**config.mk**
```make
export PLATFORM = sky130hd
export DESIGN_NAME = clk_divider_prog
export DESIGN_NICKNAME = d
export VERILOG_FILES = /design/src/rtl/clk_divider_prog.sv
export SDC_FILE = /design/constraint.sdc
export NUM_CORES = 1
export LEC_CHECK = 0
export CAP_MARGIN = 20
export CORE_ASPECT_RATIO = 1.5
export CORE_UTILIZATION = 35
export CTS_BUF_LIST = sky130_fd_sc_hd__clkbuf_2 sky130_fd_sc_hd__clkbuf_4 sky130_fd_sc_hd__clkbuf_8
export DETAILED_ROUTE_END_ITERATION = 7
export PLACE_DENSITY_LB_ADDON = 0.08
export SLEW_MARGIN = 25
export SYNTH_ARGS = -nofsm -noshare
export SYNTH_HDL_FRONTEND = slang
export SYNTH_SLANG_ARGS = --single-unit
```
**constraint.sdc**
```tcl
create_clock -name clk_i -period 5.9 [get_ports clk_i]
set_input_delay 1.18 -clock clk_i [delete_from_list [all_inputs] [get_ports clk_i]]
set_output_delay 1.18 -clock clk_i [all_outputs]
set_load 0.005 [all_outputs]
```
**src/rtl/clk_divider_prog.sv**
```systemverilog
// clk_divider_prog
//   Runtime-programmable integer clock divider. It produces a registered,
//   glitch-free divided clock from clk_i. The divisor is changed through a
//   load/ack handshake, and a new divisor only takes effect at a period
//   boundary.
//
//   Optional feature: define CLKDIV_TICK_EN to add tick_o. tick_o is a
//   one-cycle strobe in the cycle after each period boundary.
//
// Ports
//   clk_i       core clock
//   rst_i       synchronous active-high reset
//   en_i        count enable; low freezes the counter and clk_o
//   div_i       requested divisor (values 0 and 1 are clamped to 2)
//   div_load_i  strobe that captures div_i as the pending divisor
//   div_ack_o   one-cycle pulse when the pending divisor takes effect
//   div_o       divisor currently in force
//   clk_o       divided clock: low for ceil(N/2) counts, high for floor(N/2)
//   tick_o      end-of-period strobe (only with CLKDIV_TICK_EN)
module clk_divider_prog #(
    parameter int CNT_W     = 16,
    parameter int DIV_RESET = 2
) (
    input  logic             clk_i,
    input  logic             rst_i,
    input  logic             en_i,
    input  logic [CNT_W-1:0] div_i,
    input  logic             div_load_i,
    output logic             div_ack_o,
    output logic [CNT_W-1:0] div_o,
`ifdef CLKDIV_TICK_EN
    output logic             tick_o,
`endif
    output logic             clk_o
);

    localparam logic [CNT_W-1:0] DIV_RST_C =
        (DIV_RESET < 2) ? CNT_W'(2) : CNT_W'(DIV_RESET);

    logic [CNT_W-1:0] cnt_q, cnt_d;
    logic [CNT_W-1:0] div_q, div_d;
    logic [CNT_W-1:0] pend_q, pend_d;
    logic             pend_vld_q, pend_vld_d;
    logic             clk_q, clk_d;
    logic             ack_q, ack_d;
    logic             boundary, apply;
    logic [CNT_W-1:0] div_in_clamped;
    logic [CNT_W:0]   half;

    assign div_in_clamped = (div_i < CNT_W'(2)) ? CNT_W'(2) : div_i;
    assign boundary       = en_i && (cnt_q == div_q - CNT_W'(1));
    // A load landing on a boundary edge must wait for the next boundary.
    // Because of this, the newest pending value is the only one ever applied.
    assign apply          = boundary && pend_vld_q && !div_load_i;

    always_comb begin
        cnt_d      = cnt_q;
        div_d      = div_q;
        pend_d     = pend_q;
        pend_vld_d = pend_vld_q;
        ack_d      = 1'b0;

        if (boundary) begin
            cnt_d = '0;
        end else if (en_i) begin
            cnt_d = cnt_q + CNT_W'(1);
        end

        if (apply) begin
            div_d      = pend_q;
            pend_vld_d = 1'b0;
            ack_d      = 1'b1;
        end

        if (div_load_i) begin
            pend_d     = div_in_clamped;
            pend_vld_d = 1'b1;
        end

        // clk_o is registered from the next count and divisor, so it moves on
        // the same edge as cnt. half is one bit wider so that N = 2^CNT_W-1
        // cannot overflow.
        half  = ({1'b0, div_d} + (CNT_W+1)'(1)) >> 1;
        clk_d = ({1'b0, cnt_d} >= half);
    end

    always_ff @(posedge clk_i) begin
        if (rst_i) begin
            cnt_q      <= '0;
            div_q      <= DIV_RST_C;
            pend_q     <= DIV_RST_C;
            pend_vld_q <= 1'b0;
            clk_q      <= 1'b0;
            ack_q      <= 1'b0;
        end else begin
            cnt_q      <= cnt_d;
            div_q      <= div_d;
            pend_q     <= pend_d;
            pend_vld_q <= pend_vld_d;
            clk_q      <= clk_d;
            ack_q      <= ack_d;
        end
    end

`ifdef CLKDIV_TICK_EN
    logic tick_q;
    always_ff @(posedge clk_i) begin
        if (rst_i) tick_q <= 1'b0;
        else       tick_q <= boundary;
    end
    assign tick_o = tick_q;
`endif

    assign div_ack_o = ack_q;
    assign div_o     = div_q;
    assign clk_o     = clk_q;

endmodule

```
---- Word-level counts from Yosys, hierarchy flattened ----
Cells that the tools add are included.
storage, ports and cells
  bits in registers ....................... 51
  output and inout bits ................... 18
  word-level logic and storage cells ...... 24
operators by class
  add/subtract/negate cells ............... 3
  magnitude comparators ................... 2
  eq/ne operators ......................... 1
  muxes and demuxes ....................... 7
  reduce and logical (&&, ||, !) cells .... 5
operators with widths
  operator                                                               number
  16-bit two-way mux                                                     4
  16-bit by 1-bit adder with 17-bit output, second input constant        1
  16-bit by 1-bit adder with 16-bit output, second input constant        1
  16-bit equality test                                                   1
  16-bit greater-or-equal comparator                                     1
  16-bit by 2-bit < comparator with 1-bit output, second input constant  1
  16-bit by 1-bit subtractor with 16-bit output, second input constant   1
  1-bit logical AND                                                      3
  1-bit two-way mux                                                      3
  2-bit nonzero test                                                     1
  1-bit zero test                                                        1

---- Depth between registers and ports, before layout ----
Gate-level depths: netlist of the first run.
  depth after elaboration ................. 8
  depth in mapped cells ................... 25

---- Worst setup path after synthesis of the first run ----
Ideal clock, no wire load.
  path type ............................... input to register
  start point ............................. input en_i
  end point ............................... register clk_q, in the netlist clk_o
  library setup time ...................... 0.127 ns
  arrival ................................. 4.665 ns
  data required time ...................... 5.773 ns
  slack ................................... 1.108 ns
  stages on the path ...................... 21
  path buffers ............................ 3
  cell sequence ........................... clkbuf_1 -> nand3_1 -> a2111oi_4 -> o2111ai_1 -> nor4_4 -> buf_2 -> nand3_1 -> nand2_1 -> ha_1 -> clkbuf_1 -> nand2_1 -> nor2_1 -> nand3_1 -> xnor2_1 -> mux2i_1 -> ha_1 -> a21o_1 -> a21o_1 -> a21oi_1 -> a21o_1 -> a31oi_1
on the way
  word-level cells in the longest chain between the ends .. 6
ends and longest elaborated chain
  what                                      RTL line  RTL
  start: declaration                        26        input logic en_i,
  1-bit logical AND                         51        assign boundary = en_i && (cnt_q == div_q - CNT_W'(1));
  1-bit logical AND (2 in a row)            54        assign apply = boundary && pend_vld_q && !div_load_i;
  16-bit two-way mux                        69        if (apply) begin
  net div_d[1]                              41        logic [CNT_W-1:0] div_q, div_d;
  16-bit by 1-bit adder with 17-bit output  83        half = ({1'b0, div_d} + (CNT_W+1)'(1)) >> 1;
  16-bit greater-or-equal comparator        84        clk_d = ({1'b0, cnt_d} >= half);
  end signal: assignment                    100       clk_q <= clk_d;
  end: declaration                          44        logic clk_q, clk_d;
The timed path passes the listed nets, and every way through them passes these cells.
A chain may end at the register's enable or synchronous reset.

---- Worst setup path in the final report of the first run ----
  start point ............................. register div_q[0], in the netlist div_o[0]
  end point ............................... register clk_q, in the netlist clk_o
on the way
  word-level cells in the longest chain between the ends .. 8
ends and longest elaborated chain
  what                                           RTL line  RTL
  start: declaration                             41
  start signal: assignment                       97        div_q <= div_d;
  16-bit by 1-bit subtractor with 16-bit output  51
  16-bit equality test                           51
  1-bit logical AND                              51
  1-bit logical AND (2 in a row)                 54
  16-bit two-way mux                             69
  net div_d[1]                                   41
  16-bit by 1-bit adder with 17-bit output       83
  16-bit greater-or-equal comparator             84
The timed path passes the listed nets, and every way through them passes these cells.

==> impl_metrics.ini, run 1 <==
[run_status]
status = finished clean

[clock_tree]
cts.sinks = 51
ctsHoldBuffers = 0
cts-root-buf = clkbuf_8
clk_path_buf_depth = 2
postCtsSetupBuffers = 0
cts_resized = 0
htreeDepth = 2
cts_tree = built
numCtsBuffers = 5
clk_latency_ps = 320
clk_pin_slew_ps = 100

[synth]
syn_inst = 465
async_flop_share = 0
ys.flop_type = dfxtp_1
ys_types = 57
ys_ff_latch = 51
post_synth.cell_area_avg_sq_um = 8.03
synthesis.area_sq_um = 3730
synth_edf_count = 0
yosysWarnings = 0
syn_nets = 504
synth-seq-area-share = 0.274

[setup_path]
slowest_delay_ps = 760
path_delay_family = simple AND/OR/NAND/NOR gates
crit_top_cell = a21o_1
cp.required_ps = 6100
startpoint_type = flop
arrival_ps = 5310
endpoint_kind = flop
worstPathCellList = or4_1 > or4_1 > o41ai_2 > nor2_1 > nor4_4 > nand3_1 > nand2_1 > ha_1 > nand2_1 > nor2_1 > nand3_1 > xnor2_1 > mux2i_1 > ha_1 > a21o_1 > a21o_1 > a21oi_1 > a21o_1 > a31oi_1
crit_path_top_delay_cell = or4_1
crit_fanout = 10
worst-path-buf-inv = 0
worstSetupPathType = flop to flop

[final_layout]
final_cells = 626
postLayoutCellArea_sq_um = 4290
diodes = 0
drive_gt1_frac = 0.0577
fin_nets = 523
area_growth_pct = 15.0

[route]
routed_wl_mm = 10.3
viasPerCell = 5.31
drt_pass1_iterations = 4
ant_nets = 0
num_vias = 3323
post_drt_wl_per_cell_um = 16.5
drtIter0Drc = 117
drc_errors = 0

[power]
ir_drop_mv = 0.107
powerDensity_nw_per_um2 = 164
leakagePower_nw = 1.72

[grt]
antenna_found_initial = 0
grt_pass1_wl_mm = 17.4
grt_max_degree = 37
grt.total_usage = 0.203
grt.overflow.total = 0
grt_pass1_vias = 3387

[floorplan]
die-area_sq_um = 11100
pin_count = 38
start_util = 0.364
fp.dieW_um = 86.3
fp.coreArea_sq_um = 10200
dieHeight_um = 128
rows = 45

[placed_design]
port_buffers = 37
routabilityCongestion = 0.813
place_inst = 618
place_hpwl_mm = 8.10
dpl_cell_area_sq_um = 4190

[run]
drv_cap = 0

[timing]
whs_ps = 487
rsz0062_at_grt = false
fin_skew_ps = 3.82
tightest_slew_ps = 663
setup_violations = 0
timing.setup.tns_ps = 0
max_slew_margin = 0.558
max_freq_ghz = 0.196
finalHoldViolCount = 0
post-route-period-util = 0.867
drv_slew = 0
min_period_ps = 5110

[worst_hold_path]
worstHoldPathType = flop to flop
==> worst min-delay path: cells and delay by family (launching register included) <==
kind | cells | cell delay [ps]
compound gates | 1 | 60
flops | 1 | 320
simple gates | 1 | 60
==> kinds of logic after synthesis <==
logic type,Yosys count,synth area share
compound gates,55,0.106
fa+ha+maj,19,0.0637
xor+xnor,61,0.143
mux,28,0.0764
simple gates,210,0.289
flops,51,0.274
buf+inv,41,0.0483
==> area by class of cell <==
class	count	area [sq um]
Multi-Input combinational cell	373	2530
Sequential cell	51	1020
Timing Repair Buffer	46	438
Tap cell	141	176
Inverter	7	26.3
Clock inverter	2	16.3
Fill cell	1103	5960
Clock buffer	6	82.6
==> report_power, final <==
part           switching [W]  internal (W)
registers          0.0000159      0.000355
logic              0.0000582     0.0000524
clock network       0.000128     0.0000961
==> cell usage in the layout (no fill, tap or decap), drive strengths merged, types with 4 or more instances in the layout <==
cell type	count
nand2	40
nor3	7
ha	19
nor2	63
a21o	5
or3	5
inv	7
nand2b	5
xnor2	36
or2	4
dfxtp	51
or4	5
nor2b	5
clkdlybuf4s50	37
a21oi	22
nand4	16
and2	4
xor2	25
mux2i	27
buf	9
clkbuf	6
o21ai	6
and3	5
nand3	31
nor4	8
==> routing by layer <==
metal | share of wire | wire (um) | global-route usage
met1 | 0.42 | 4300 | 0.241
met2 | 0.53 | 5440 | 0.364
met3 | 0.023 | 239 | 0.0231
met4 | 0.031 | 321 | 0.0853
met5 | 0 | 0 | 0
==> metrics by stage <==
stage | setup WS (ps) | utilization | power (W)
after detailed placement | 525 | 0.409 | 0.000491
final | 785 | 0.419 | 0.000706
after CTS | 773 | 0.419 | 0.000717
after global routing | 395 | 0.419 | 0.000743
after floorplan | 1110 | - | 0.000447
after global placement | 646 | 0.409 | 0.000490
==> cell usage after synthesis (4+ instances only) <==
cell type  instances  area share
nor2_1            63       0.063
a21oi_1           21       0.028
clkbuf_1          22       0.022
dfxtp_1           51        0.27
and3_1             5      0.0084
xor2_1            25       0.059
mux2i_1           26       0.070
nor2b_1            5      0.0084
and2_1             4      0.0067
or3_1              4      0.0067
xnor2_1           36       0.084
ha_1              19       0.064
nor3_1             7      0.0094
inv_1              7      0.0070
nor4_1             6       0.010
nand2_1           40       0.040
a21o_1             5       0.010
or4_1              5       0.010
nand3_1           31       0.042
nand4_1           16       0.027
buf_2              9       0.012
nand2b_1           5      0.0084
o21ai_0            5      0.0067
==> registers in the layout, indices dropped and copies added, names as in the netlist <==
register    count
pend_q         16
div_o          16
cnt_q          16
div_ack_o       1
clk_o           1
pend_vld_q      1
==> path summary, 6_finish.rpt <==
check / slack, ps / from / cells past startpoint / endpoint
worst max-delay path: 790 / div_o[0] / 19 / clk_o
worst min-delay path: 490 / pend_vld_q / 2 / pend_vld_q
worst max register to register: 790 / div_o[0] / 19 / clk_o
worst min register to register: 490 / pend_vld_q / 2 / pend_vld_q
Power figures use the tool's default switching activity.
==> run 2: changes to the inputs <==
Settings changed: CAP_MARGIN 20 to 30.
==> results of run 2 <==
Same layout as run 1: the final DEF is identical, and so are final timing and power.
==> run 3: changes to the inputs <==
Settings changed: GPL_ROUTABILITY_DRIVEN set to 0, HOLD_SLACK_MARGIN set to 0.03.
==> results of run 3 <==
Same layout as run 1: the final DEF is identical, and so are final timing and power.
